**config.mk**
```make
export PLATFORM = sky130hd
export DESIGN_NAME = irq_request_latch
export DESIGN_NICKNAME = d
export VERILOG_FILES = /design/src/rtl/irq_request_latch.sv
export SDC_FILE = /design/constraint.sdc
export NUM_CORES = 1
export LEC_CHECK = 0
export CAP_MARGIN = 15
export CORE_MARGIN = 10
export CORE_UTILIZATION = 38
export DETAILED_ROUTE_END_ITERATION = 10
export GPL_TIMING_DRIVEN = 0
export PLACE_DENSITY = 0.78
export SLEW_MARGIN = 20
export SYNTH_ARGS = -nofsm -noshare
export SYNTH_HDL_FRONTEND = slang
export SYNTH_SLANG_ARGS = --single-unit
```
**constraint.sdc**
```tcl
create_clock -name clk -period 1 [get_ports clk]
set_clock_uncertainty 0.05 [all_clocks]
set_input_delay 0.15 -clock clk [delete_from_list [all_inputs] [get_ports clk]]
set_output_delay 0.15 -clock clk [all_outputs]
set_load 0.02 [all_outputs]
```
**src/rtl/irq_request_latch.sv**
```systemverilog
// irq_request_latch: synchronises N asynchronous interrupt lines, detects
// rising edges and holds each edge as a pending bit until it is acknowledged.
// The unmasked pending vector and its OR drive the downstream priority
// encoder (I and en); the encoder's Y comes back as ack_idx.
//
// Optional feature: define IRQ_OVF_EN to build the sticky lost-edge flags
// (ovf_q / ovf_clr). Without it ovf_q is tied to zero and ovf_clr is ignored,
// but both ports stay on the interface.
module irq_request_latch #(
  parameter int N           = 8,
  parameter int IDX_W       = 3,
  parameter int SYNC_STAGES = 2
) (
  input  logic             clk,
  input  logic             rst_n,
  input  logic [N-1:0]     irq_in,
  input  logic             mask_wr,
  input  logic [N-1:0]     mask_din,
  output logic [N-1:0]     mask_q,
  input  logic             ack,
  input  logic [IDX_W-1:0] ack_idx,
  output logic [N-1:0]     pending_q,
  output logic [N-1:0]     req_vec,
  output logic             req_en,
  input  logic             ovf_clr,
  output logic [N-1:0]     ovf_q
);

  logic [N-1:0] sync_q [SYNC_STAGES];
  logic [N-1:0] hist_q;
  logic [N-1:0] sync_lvl;
  logic [N-1:0] rise;
  logic [N-1:0] clr_vec;
  logic [N-1:0] pending_d;

  // Synchroniser chain: the last stage is the metastability-safe line level.
  always_ff @(posedge clk or negedge rst_n) begin
    if (!rst_n) begin
      for (int s = 0; s < SYNC_STAGES; s++) begin
        sync_q[s] <= '0;
      end
    end else begin
      sync_q[0] <= irq_in;
      for (int s = 1; s < SYNC_STAGES; s++) begin
        sync_q[s] <= sync_q[s-1];
      end
    end
  end

  assign sync_lvl = sync_q[SYNC_STAGES-1];

  // Edge history: cleared by reset so a line held high through reset gives one rise.
  always_ff @(posedge clk or negedge rst_n) begin
    if (!rst_n) begin
      hist_q <= '0;
    end else begin
      hist_q <= sync_lvl;
    end
  end

  assign rise = sync_lvl & ~hist_q;

  // Decode the acknowledge into a one-hot clear; out-of-range indices clear nothing.
  always_comb begin
    clr_vec = '0;
    if (ack && (32'(ack_idx) < N)) begin
      clr_vec[ack_idx] = 1'b1;
    end
  end

  // A new edge beats a clear of the same bit, so no request is ever dropped.
  assign pending_d = (pending_q & ~clr_vec) | rise;

  // Pending register: masked lines still latch, the mask only gates req_vec.
  always_ff @(posedge clk or negedge rst_n) begin
    if (!rst_n) begin
      pending_q <= '0;
    end else begin
      pending_q <= pending_d;
    end
  end

  // Mask register, loaded on request; takes effect on req_vec the next cycle.
  always_ff @(posedge clk or negedge rst_n) begin
    if (!rst_n) begin
      mask_q <= '0;
    end else if (mask_wr) begin
      mask_q <= mask_din;
    end
  end

  assign req_vec = pending_q & ~mask_q;
  assign req_en  = |req_vec;

`ifdef IRQ_OVF_EN
  // Sticky overflow: an edge arrived on a bit that was already pending and not
  // being serviced, so one request was merged away. A new set beats ovf_clr.
  always_ff @(posedge clk or negedge rst_n) begin
    if (!rst_n) begin
      ovf_q <= '0;
    end else begin
      ovf_q <= (ovf_clr ? '0 : ovf_q) | (rise & pending_q & ~clr_vec);
    end
  end
`else
  logic ovf_clr_unused;

  assign ovf_q          = '0;
  assign ovf_clr_unused = ovf_clr;
`endif

endmodule

```
### After elaboration in Yosys (flattened, before gate mapping)

Cells that the tools add are included.

| storage, ports and cells | value |
|---|---|
| output and inout port bits | 33 |
| flip-flop bits (word level) | 40 |
| input port bits | 24 |

| operators by class | value |
|---|---|
| magnitude comparators | 2 |
| bitwise operators | 7 |
| muxes and demuxes | 3 |
| reductions and logical operators | 2 |

Operators with widths:

| operator | number |
|---|---|
| 8-bit bitwise AND | 3 |
| 8-bit inverter | 3 |
| 8-bit 2-to-1 mux | 1 |
| 8-bit OR | 1 |
| 8-bit OR reduction | 1 |
| 3-bit by 4-bit < comparator with 1-bit output, second input constant | 1 |
| 1-bit demux with 3-bit select | 1 |
| 3-bit by 1-bit >= comparator with 1-bit output, second input constant | 1 |
| 1-bit logical AND | 1 |
| 1-bit 2-to-1 mux | 1 |

### Longest topological paths before layout

Gate-level depths: netlist of the first run.

| logic depth | value |
|---|---|
| depth in word-level cells | 8 |
| mapped depth | 3 |
| gate-level depth less buffers | 3 |

### Worst setup path before layout of the first run

No wires, ideal clock.

| timing | value |
|---|---|
| path type | flip-flop to output port |
| start point | register pending_q[4] |
| end point | output req_en |
| arrival | 1.135 ns |
| stages on the path, launching flop included | 4 |
| path slack | -0.335 ns |
| data required time | 0.800 ns |
| path through | dfrtp_1 -> nor2b_1 -> nor4_2 -> nand2_1 |

| on the way | value |
|---|---|
| cells in the longest elaborated chain, start to end | 2 |

RTL lines:

| what | line | text |
|---|---|---|
| from (decl) | 22 | `output logic [N-1:0] pending_q,` |
| from (signal assigned) | 79 | `pending_q <= pending_d;` |
| 8-bit bitwise AND | 92 | `assign req_vec = pending_q & ~mask_q;` |
| via req_vec[4] | 23 | `output logic [N-1:0] req_vec,` |
| 8-bit OR reduction | 93 | `assign req_en = \|req_vec;` |
| to (decl) | 24 | `output logic req_en,` |

The timed path passes the listed nets, and every way through them passes these cells.

### Final worst setup path of the first run

| timing | value |
|---|---|
| start point | register pending_q[2] |
| end point | output req_en |

| on the way | value |
|---|---|
| cells in the longest elaborated chain, start to end | 2 |

RTL lines:

| what | line |
|---|---|
| 8-bit bitwise AND | 92 |
| 8-bit OR reduction | 93 |

Every way passes these cells.

==> flow_metrics.env, run 1 <==
export IMPL_status="complete, but fails checks"
export IMPL_failed_checks="negative setup slack"
export IMPL_grt_overflow_total=0
export IMPL_coreArea_mm2=0.00366
export IMPL_path_clk_slew_ps=80
export IMPL_synth_top_area_cell="dfrtp_1"
export IMPL_synthDominantCellAreaShare=0.699
export IMPL_ys_top_cells_by_area="dfrtp_1, mux2_2, o21ai_0"
export IMPL_period_share=1.55
export IMPL_die_area_mm2=0.00662
export IMPL_endpoint_kind="primary output"
export IMPL_r2r_start="mask_q[3]"
export IMPL_detail_route_antenna_nets=0
export IMPL_cts_buffer_depth=2
export IMPL_reg2reg_to="mask_q[3]"
export IMPL_crit_fanout=2
export IMPL_initial_core_util=0.391
export IMPL_fp_row_count=22
export IMPL_grt_pass1_wl_um=5050
export IMPL_startpoint="pending_q[2]"
export IMPL_setup_viol=28
export IMPL_drt_first_iter_violations=50
export IMPL_reg2reg_setup_slack_ps=-100
export IMPL_required_ps=800
export IMPL_crit_type="flop to primary output"
export IMPL_hold_viol_final=0
export IMPL_viasPerCell=4.38
export IMPL_post_drt_wl_per_cell_um=16.0
export IMPL_grt_pass1_vias=1008
export IMPL_synthCells=98
export IMPL_arrival_ps=1350
export IMPL_fin_ws_ps=-547
export IMPL_cts_root_buf="clkbuf_8"
export IMPL_io_buffers=46
export IMPL_pre_cts_ws_ps=-639
export IMPL_cap_violations=0
export IMPL_rsz0062_at_grt="yes"
export IMPL_power_leakage_nw=1.16
export IMPL_fin_crit_ps=1550
export IMPL_fmax_mhz=646
export IMPL_worst_hold_path_type="input port to flop"
export IMPL_drive_gt1_frac=0.497
export IMPL_avgSynthCellArea_um2=14.6
export IMPL_areaGrowthSynthToFinish_pct=68.1
export IMPL_drc=0
export IMPL_cts_buffers=5
export IMPL_fill_cells=257
export IMPL_ys_ff_latch=40
export IMPL_ioPinCount=57
export IMPL_chipWidth_um=81.4
export IMPL_nNetsFinal=204
export IMPL_antenna_found_initial=1
export IMPL_power_density_mw_per_mm2=1730
export IMPL_rr_worst_depth=3
export IMPL_cts_tree="done"
export IMPL_cp_endpoint="req_en"
export IMPL_grt_usage=0.102
export IMPL_final_util=0.657
export IMPL_syn_area_mm2=0.00143
export IMPL_crit_path_start_kind="flop"
export IMPL_clock_sinks=40
export IMPL_first_pass_iters=4
export IMPL_ir_drop_mv=1.06
export IMPL_place_gp_congestion=0.699
export IMPL_die_h_um=81.4
export IMPL_vias=1007
export IMPL_grt_max_degree=22
export IMPL_seq_area_frac_synth=0.699
export IMPL_maxSlewViolCount=0
export IMPL_ys_warnings_count=0
export IMPL_synth_distinct_cells=17
export IMPL_wl_um=3690
export IMPL_htreeDepth=2
export IMPL_clkLatencyLatePin_ps=290
[where the power goes]
part / total [mW] / switching [mW] / leakage, nW / internal (mW)
sequential: 1.82 / 0.0872 / 0.448 / 1.73
clock: 1.42 / 0.541 / 0.0645 / 0.880
combinational: 0.933 / 0.407 / 0.646 / 0.526
[registers in the layout, indices dropped and copies added, names as in the netlist]
name / count
hist_q: 8
mask_q: 8
pending_q: 8
sync_lvl: 8
sync_q: 8
[worst min-delay path by stage]
| stage | start | endpoint | slack (ps) | cells past startpoint |
|---|---|---|---|---|
| 3_3_place_gp | sync_q[10] | sync_lvl[2] | 280 | 0 |
| 2_1_floorplan | rst_n | hist_q[0] | -200 | 0 |
| 3_5_place_dp | rst_n | sync_q[14] | 80 | 1 |
| 4_1_cts | mask_wr | mask_q[4] | 100 | 2 |
| 6_report | mask_wr | mask_q[4] | 100 | 2 |
| 5_1_grt | mask_wr | mask_q[6] | 90 | 2 |
[per-stage QoR]
| stage | hold WS [ps] | area, um^2 | cells | power (mW) | setup TNS, ps |
|---|---|---|---|---|---|
| 2_1_floorplan | -196 | 1480 | 105 | 2.17 | -233 |
| 3_3_place_gp | 281 | 2000 | 199 | 2.53 | -52730 |
| 3_5_place_dp | 81.0 | 2020 | 200 | 2.57 | -9190 |
| 4_1_cts | 95.7 | 2240 | 217 | 4.06 | -4230 |
| 5_1_grt | 92.5 | 2410 | 230 | 4.35 | -5990 |
| 6_report | 102 | 2410 | 230 | 4.17 | -4950 |
[layout by cell type (no fill, tap or decap), drive strengths merged, types with 2 or more instances in the layout]
master / instances
clkdlybuf4s50: 17
nand2: 3
inv: 8
o21ai: 14
nor4: 2
dlygate4sd2: 2
nand2b: 3
dfrtp: 40
conb: 8
clkbuf: 7
mux2: 8
o31ai: 2
nor2b: 8
buf: 56
[routing by layer]
layer  global-route usage  part of all wire  vias up
met5                    0                 0        -
met4               0.0363             0.014        0
met3               0.0607              0.10        7
met2                0.180              0.50       42
met1               0.0959              0.38      489
li1                     -                 -      469
[Yosys cell counts]
master / count
nand2_2: 1
o21ai_1: 2
nor2b_4: 4
buf_6: 1
nand2_1: 2
o31ai_1: 1
o21ai_0: 12
inv_1: 8
nor2b_1: 4
dfrtp_1: 40
nand2b_4: 1
conb_1: 1
mux2_2: 8
nand2b_1: 2
buf_4: 8
nor4_2: 2
o31ai_2: 1
[timing repair]
action                                  CTS  global route
endpoints found under the setup margin   27            32
pin swaps                                 2             0
hold buffers                              1             0
setup buffers                             8            15
hold endpoints to repair                 19             0
gates resized for setup                 148            25
cloned                                    0             0
[cell families after synthesis]
family | after synthesis | synth area share
mux | 8 | 0.0629
buf+inv | 17 | 0.0708
flops | 40 | 0.699
compound gates | 16 | 0.0629
other cells | 1 | 0.00262
simple gates | 16 | 0.101
[worst max-delay path: stages, from the launching register on]
cell	delay (ps)
dfrtp_2	420
nor2b_4	140
nor4_2	260
nand2_1	100
buf_6	140
[final cells by class]
type                       instances  area [um^2]  share of cell area
timing repair buffer              68          707               0.294
antenna                            1         2.50             0.00104
multi-input combinational         48          403               0.167
buffer                             9         71.3              0.0296
tap                               48         60.1              0.0250
clock inverter                     1         30.0              0.0125
inverter                           8         30.0              0.0125
clock buffer                       7         96.3              0.0400
sequential                        40         1010               0.418
No activity file was read; power rests on OpenSTA's default activity.
==> inputs of run 2 (changes only) <==
--- a/config.mk
+++ b/config.mk
@@ -6,11 +6,13 @@
 export NUM_CORES = 1
 export LEC_CHECK = 0
 export CAP_MARGIN = 15
+export CELL_PAD_IN_SITES_DETAIL_PLACEMENT = 0
+export CELL_PAD_IN_SITES_GLOBAL_PLACEMENT = 1
 export CORE_MARGIN = 10
-export CORE_UTILIZATION = 38
+export CORE_UTILIZATION = 30
 export DETAILED_ROUTE_END_ITERATION = 10
 export GPL_TIMING_DRIVEN = 0
-export PLACE_DENSITY = 0.78
+export PLACE_DENSITY = 0.79
 export SLEW_MARGIN = 20
 export SYNTH_ARGS = -nofsm -noshare
 export SYNTH_HDL_FRONTEND = slang
==> run 2 against run 1 <==
  * The run still ends with negative setup slack left
  * Die area up 20%
  * Setup slack worse by 2.1 ps
  * Clock power shrank 11%
  * Power decreased by 2.9%
==> flow_metrics.env, run 2 (synthesis results as in run 1) <==
export IMPL_crit_path_top_delay_cell="dfrtp_1"
export IMPL_drt_first_iter_violations=61
export IMPL_crit_type="flop to primary output"
export IMPL_failed_checks="negative setup slack"
export IMPL_wl_um=3620
export IMPL_viasPerCell=4.13
export IMPL_htreeDepth=2
export IMPL_grt_pass1_wl_um=5520
export IMPL_grt_overflow_total=0
export IMPL_cts_buffer_depth=2
export IMPL_required_ps=800
export IMPL_grt_max_degree=23
export IMPL_die_h_um=89.1
export IMPL_hold_viol_final=0
export IMPL_detail_route_antenna_nets=0
export IMPL_cts_root_buf="clkbuf_8"
export IMPL_power_leakage_nw=1.18
export IMPL_crit_path_start_kind="flop"
export IMPL_path_cells="nor2b_4 > nor4_2 > nand2_1 > buf_6"
export IMPL_multi_input_comb_area_um2=412
export IMPL_fmax_mhz=645
export IMPL_hold_ws_ps=118
export IMPL_period_share=1.55
export IMPL_cts_buffers=5
export IMPL_clkLatencyLatePin_ps=280
export IMPL_place_gp_congestion=0.722
export IMPL_drc=0
export IMPL_ir_drop_mv=0.780
export IMPL_vias=990
export IMPL_fin_crit_ps=1550
export IMPL_final_cell_mix="buf_6, dfrtp_1, clkdlybuf4s50_1, buf_4, o21ai_0"
export IMPL_post_drt_wl_per_cell_um=15.1
export IMPL_areaGrowthSynthToFinish_pct=71.5
export IMPL_grt_pass1_vias=1075
export IMPL_arrival_ps=1350
export IMPL_chipWidth_um=89.1
export IMPL_worst_hold_path_type="input port to flop"
export IMPL_dp_hpwl_um=2600
export IMPL_coreArea_mm2=0.00466
export IMPL_fin_area_mm2=0.00245
export IMPL_cts_tree="done"
export IMPL_setup_viol=29
export IMPL_layout_commonest_cell="buf_6"
export IMPL_fill_cells=384
export IMPL_path_clk_slew_ps=70
export IMPL_die_area_mm2=0.00793
export IMPL_io_buffers=46
export IMPL_cap_violations=0
export IMPL_register_area_mm2=0.00100
export IMPL_slowest_delay_ps=420
export IMPL_clkPwrFrac=0.310
export IMPL_combPwrFrac=0.242
export IMPL_rsz0062_at_grt="yes"
export IMPL_placed_cell_area_mm2=0.00203
export IMPL_ioPinCount=57
export IMPL_endpoint_kind="primary output"
export IMPL_internal_power_mw=3.03
export IMPL_nNetsFinal=207
export IMPL_fin_ws_ps=-550
export IMPL_seqPwrFrac=0.448
export IMPL_power_density_mw_per_mm2=1650
export IMPL_status="complete, but fails checks"
export IMPL_antenna_found_initial=2
export IMPL_maxSlewViolCount=0
export IMPL_p_switching_mw=1.02
export IMPL_first_pass_iters=3
export IMPL_sw_frac_of_total=0.252
export IMPL_fp_row_count=25
export IMPL_grt_usage=0.0912
export IMPL_clock_sinks=40
export IMPL_drive_gt1_frac=0.495
export IMPL_crit_fanout=3
export IMPL_initial_core_util=0.307
[run 2: worst paths after layout]
path / to / startpoint / cells past startpoint / slack [ps]
min: mask_q[7] / mask_wr / 2 / 120
min reg2reg: sync_lvl[2] / sync_q[10] / 0 / 300
max in group asynchronous: pending_q[6] / rst_n / 3 / 230
max: req_en / pending_q[5] / 4 / -550
max reg2reg: mask_q[0] / mask_q[0] / 3 / -100
min in group asynchronous: sync_q[14] / rst_n / 2 / 270
[run 2: layer usage]
| layer | track usage | up-vias | part of all wire | wire length, um |
|---|---|---|---|---|
| met5 | 0 | - | 0 | 0 |
| met4 | 0.0217 | 0 | 0.0017 | 6 |
| met2 | 0.149 | 40 | 0.50 | 1810 |
| met3 | 0.0556 | 2 | 0.11 | 405 |
| li1 | - | 475 | - | - |
| met1 | 0.0985 | 473 | 0.39 | 1400 |
[run 2: cell type report]
class,instances,area share
clock inverters,2,0.0143
diodes,2,0.00204
flip-flops and latches,40,0.409
plain buffers,9,0.0291
inverters,8,0.0122
repair buffers,71,0.308
well taps,54,0.0275
clock buffers,6,0.0296
multi-input cells,48,0.168
[run 2: repair_timing]
| action | 4_1_cts | 5_1_grt |
|---|---|---|
| gates resized for setup | 146 | 35 |
| buffers inserted | 11 | 17 |
| endpoints found under the setup margin | 26 | 36 |
| endpoints found under the hold margin | 21 | 0 |
| pin swaps | 0 | 2 |
| hold buffers | 1 | 0 |
[run 2: power groups by stage]
stage | combinational, mW | sequential (mW) | clock, mW
after global routing | 1.05 | 1.83 | 1.38
after global placement | 0.705 | 1.84 | 0
final | 0.979 | 1.81 | 1.26
after floorplan | 0.271 | 1.90 | 0
after CTS | 0.831 | 1.82 | 1.30
after detailed placement | 0.725 | 1.85 | 0
[run 2: critical path, delay by kind of cell (launching register included)]
family | cells | cell delay (ps)
and+or+nand+nor | 3 | 510
DFF | 1 | 420
buffers and inverters | 1 | 140
[run 2: stage by stage]
| step | setup WS [ps] | setup TNS [ps] | cells | total power [mW] | utilization |
|---|---|---|---|---|---|
| after global placement | -1230 | -53090 | 205 | 2.54 | 0.431 |
| after detailed placement | -652 | -9110 | 206 | 2.57 | 0.436 |
| after floorplan | -233 | -233 | 105 | 2.17 | - |
| after global routing | -623 | -6180 | 240 | 4.25 | 0.527 |
| final | -550 | -5170 | 240 | 4.05 | 0.527 |
| after CTS | -575 | -4290 | 226 | 3.94 | 0.483 |
==> inputs of run 3 (changes only) <==
--- a/config.mk
+++ b/config.mk
@@ -9,10 +9,10 @@
 export CELL_PAD_IN_SITES_DETAIL_PLACEMENT = 0
 export CELL_PAD_IN_SITES_GLOBAL_PLACEMENT = 1
 export CORE_MARGIN = 10
-export CORE_UTILIZATION = 30
+export CORE_UTILIZATION = 35
 export DETAILED_ROUTE_END_ITERATION = 10
 export GPL_TIMING_DRIVEN = 0
-export PLACE_DENSITY = 0.79
+export PLACE_DENSITY = 0.86
 export SLEW_MARGIN = 20
 export SYNTH_ARGS = -nofsm -noshare
 export SYNTH_HDL_FRONTEND = slang
==> constraint.sdc (replaced) <==
create_clock -name clk -period 2 [get_ports clk]
set_clock_uncertainty 0.05 [all_clocks]
set_input_delay 0.3 -clock clk [delete_from_list [all_inputs] [get_ports clk]]
set_output_delay 0.3 -clock clk [all_outputs]
set_load 0.02 [all_outputs]
==> run 3 against run 2 <==
  * The flow now finishes without violations
  * Sequential share of layout area increased by 6.5 points
  * Die area decreased by 11%
  * Power decreased by 54%
  * First-iteration DRC count decreased by 54%
  * Critical path type unchanged
  * Largest cell class unchanged
==> flow_metrics.env, run 3 (synthesis results as in run 1) <==
export IMPL_ioPinCount=57
export IMPL_layout_commonest_cell="clkdlybuf4s50_1"
export IMPL_arrival_ps=1560
export IMPL_initial_core_util=0.360
export IMPL_combPwrFrac=0.188
export IMPL_tns_ps=0
export IMPL_postCtsSetupBuffers=0
export IMPL_path_cells="nor2b_1 > clkdlybuf4s50_1"
export IMPL_antenna_found_initial=0
export IMPL_chipWidth_um=84.0
export IMPL_internal_power_mw=1.42
export IMPL_clkPwrFrac=0.332
export IMPL_fin_area_mm2=0.00211
export IMPL_drive_gt1_frac=0.217
export IMPL_cts_buffers=5
export IMPL_wl_um=3160
export IMPL_min_to="mask_q[2]"
export IMPL_fill_cells=336
export IMPL_drc=0
export IMPL_power_leakage_nw=0.942
export IMPL_drt_first_iter_violations=28
export IMPL_crit_path_start_kind="flop"
export IMPL_coreArea_mm2=0.00397
export IMPL_period_share=0.954
export IMPL_holdPathStages=2
export IMPL_viasPerCell=4.21
export IMPL_fin_ws_ps=92.5
export IMPL_placed_cell_area_mm2=0.00200
export IMPL_reg2reg_setup_slack_ps=1120
export IMPL_hold_viol_final=0
export IMPL_die_h_um=84.0
export IMPL_maxSlewViolCount=0
export IMPL_path_delay_family="buffers and inverters"
export IMPL_fmax_mhz=524
export IMPL_areaGrowthSynthToFinish_pct=47.6
export IMPL_reg2reg_to="mask_q[7]"
export IMPL_min_from="mask_wr"
export IMPL_pre_cts_ws_ps=216
export IMPL_endpoint_kind="primary output"
export IMPL_dp_hpwl_um=2600
export IMPL_ir_drop_mv=0.407
export IMPL_num_antenna_cells=0
export IMPL_crit_fanout=3
export IMPL_htreeDepth=2
export IMPL_clkLatencyLatePin_ps=280
export IMPL_r2r_start="mask_q[7]"
export IMPL_grt_pass1_vias=1010
export IMPL_cap_violations=0
export IMPL_io_buffers=46
export IMPL_power_mw=1.88
export IMPL_fin_crit_ps=1910
export IMPL_cts_root_buf="clkbuf_8"
export IMPL_crit_type="flop to primary output"
export IMPL_cp_num_buf_inv=1
export IMPL_grt_usage=0.0901
export IMPL_p_switching_uw=459
export IMPL_grt_pass1_wl_um=5040
export IMPL_startpoint="pending_q[5]"
export IMPL_path_clk_slew_ps=70
export IMPL_cts_buffer_depth=2
export IMPL_status="completed"
export IMPL_vias=888
export IMPL_post_drt_wl_per_cell_um=15.0
export IMPL_final_cell_mix="clkdlybuf4s50_1, dfrtp_1, o21ai_0"
export IMPL_place_gp_congestion=0.766
export IMPL_cts_tree="done"
export IMPL_worst_hold_path_type="input port to flop"
export IMPL_required_ps=1650
export IMPL_fp_row_count=23
export IMPL_grt_overflow_total=0
export IMPL_rr_worst_depth=1
export IMPL_detail_route_antenna_nets=0
export IMPL_first_pass_iters=2
export IMPL_setup_viol=0
export IMPL_hold_ws_ps=269
export IMPL_seqPwrFrac=0.480
export IMPL_die_area_mm2=0.00705
export IMPL_slowest_delay_ps=660
export IMPL_sw_frac_of_total=0.245
export IMPL_crit_path_top_delay_cell="clkdlybuf4s50_1"
export IMPL_nNetsFinal=184
export IMPL_clock_sinks=40
export IMPL_grt_max_degree=31
export IMPL_power_density_mw_per_mm2=888
export IMPL_rsz0062_at_grt="no"
## run 3: repair_timing
action | 4_1_cts | 5_1_grt
hold endpoints to repair | 10 | 0
hold buffers | 1 | 0
setup endpoints to repair | 1 | 0
resized for setup | 1 | 0
## run 3: how the worst max path moves through the flow
stage,cells past startpoint,to
3_3_place_gp,1,mask_q[3]
3_5_place_dp,4,req_en
5_1_grt,2,req_vec[5]
6_report,2,req_vec[5]
2_1_floorplan,3,req_en
4_1_cts,2,req_vec[5]
## run 3: layer usage
metal  track usage  wire length [um]  vias to the layer above  share of wire
li1              -                 -                      427              -
met1        0.0904              1240                      423           0.39
met2         0.153              1620                       36           0.51
met3        0.0557               295                        2          0.093
met4        0.0228                 8                        0         0.0025
met5             0                 0                        -              0
## run 3: power groups by stage
stage	Sequential, mW	Combinational, mW	Clock, mW
finish	0.901	0.352	0.623
detailed placement	0.917	0.356	0
CTS	0.901	0.358	0.641
floorplan	0.947	0.129	0
global route	0.908	0.375	0.674
global placement	0.913	0.345	0
## run 3: final cells by class
cell class	count	area [um^2]	share of cell area
multi-input combinational	48	355	0.168
sequential	40	1000	0.474
timing repair buffer	48	484	0.229
inverter	8	30.0	0.0142
clock buffer	6	72.6	0.0344
tap	50	62.6	0.0296
buffer	9	71.3	0.0338
clock inverter	2	35.0	0.0166
## run 3: per-stage QoR
step                      instances   util
final                           211  0.532
after global routing            211  0.532
after CTS                       211  0.532
after detailed placement        202  0.503
after global placement          201  0.499
after floorplan                 105      -
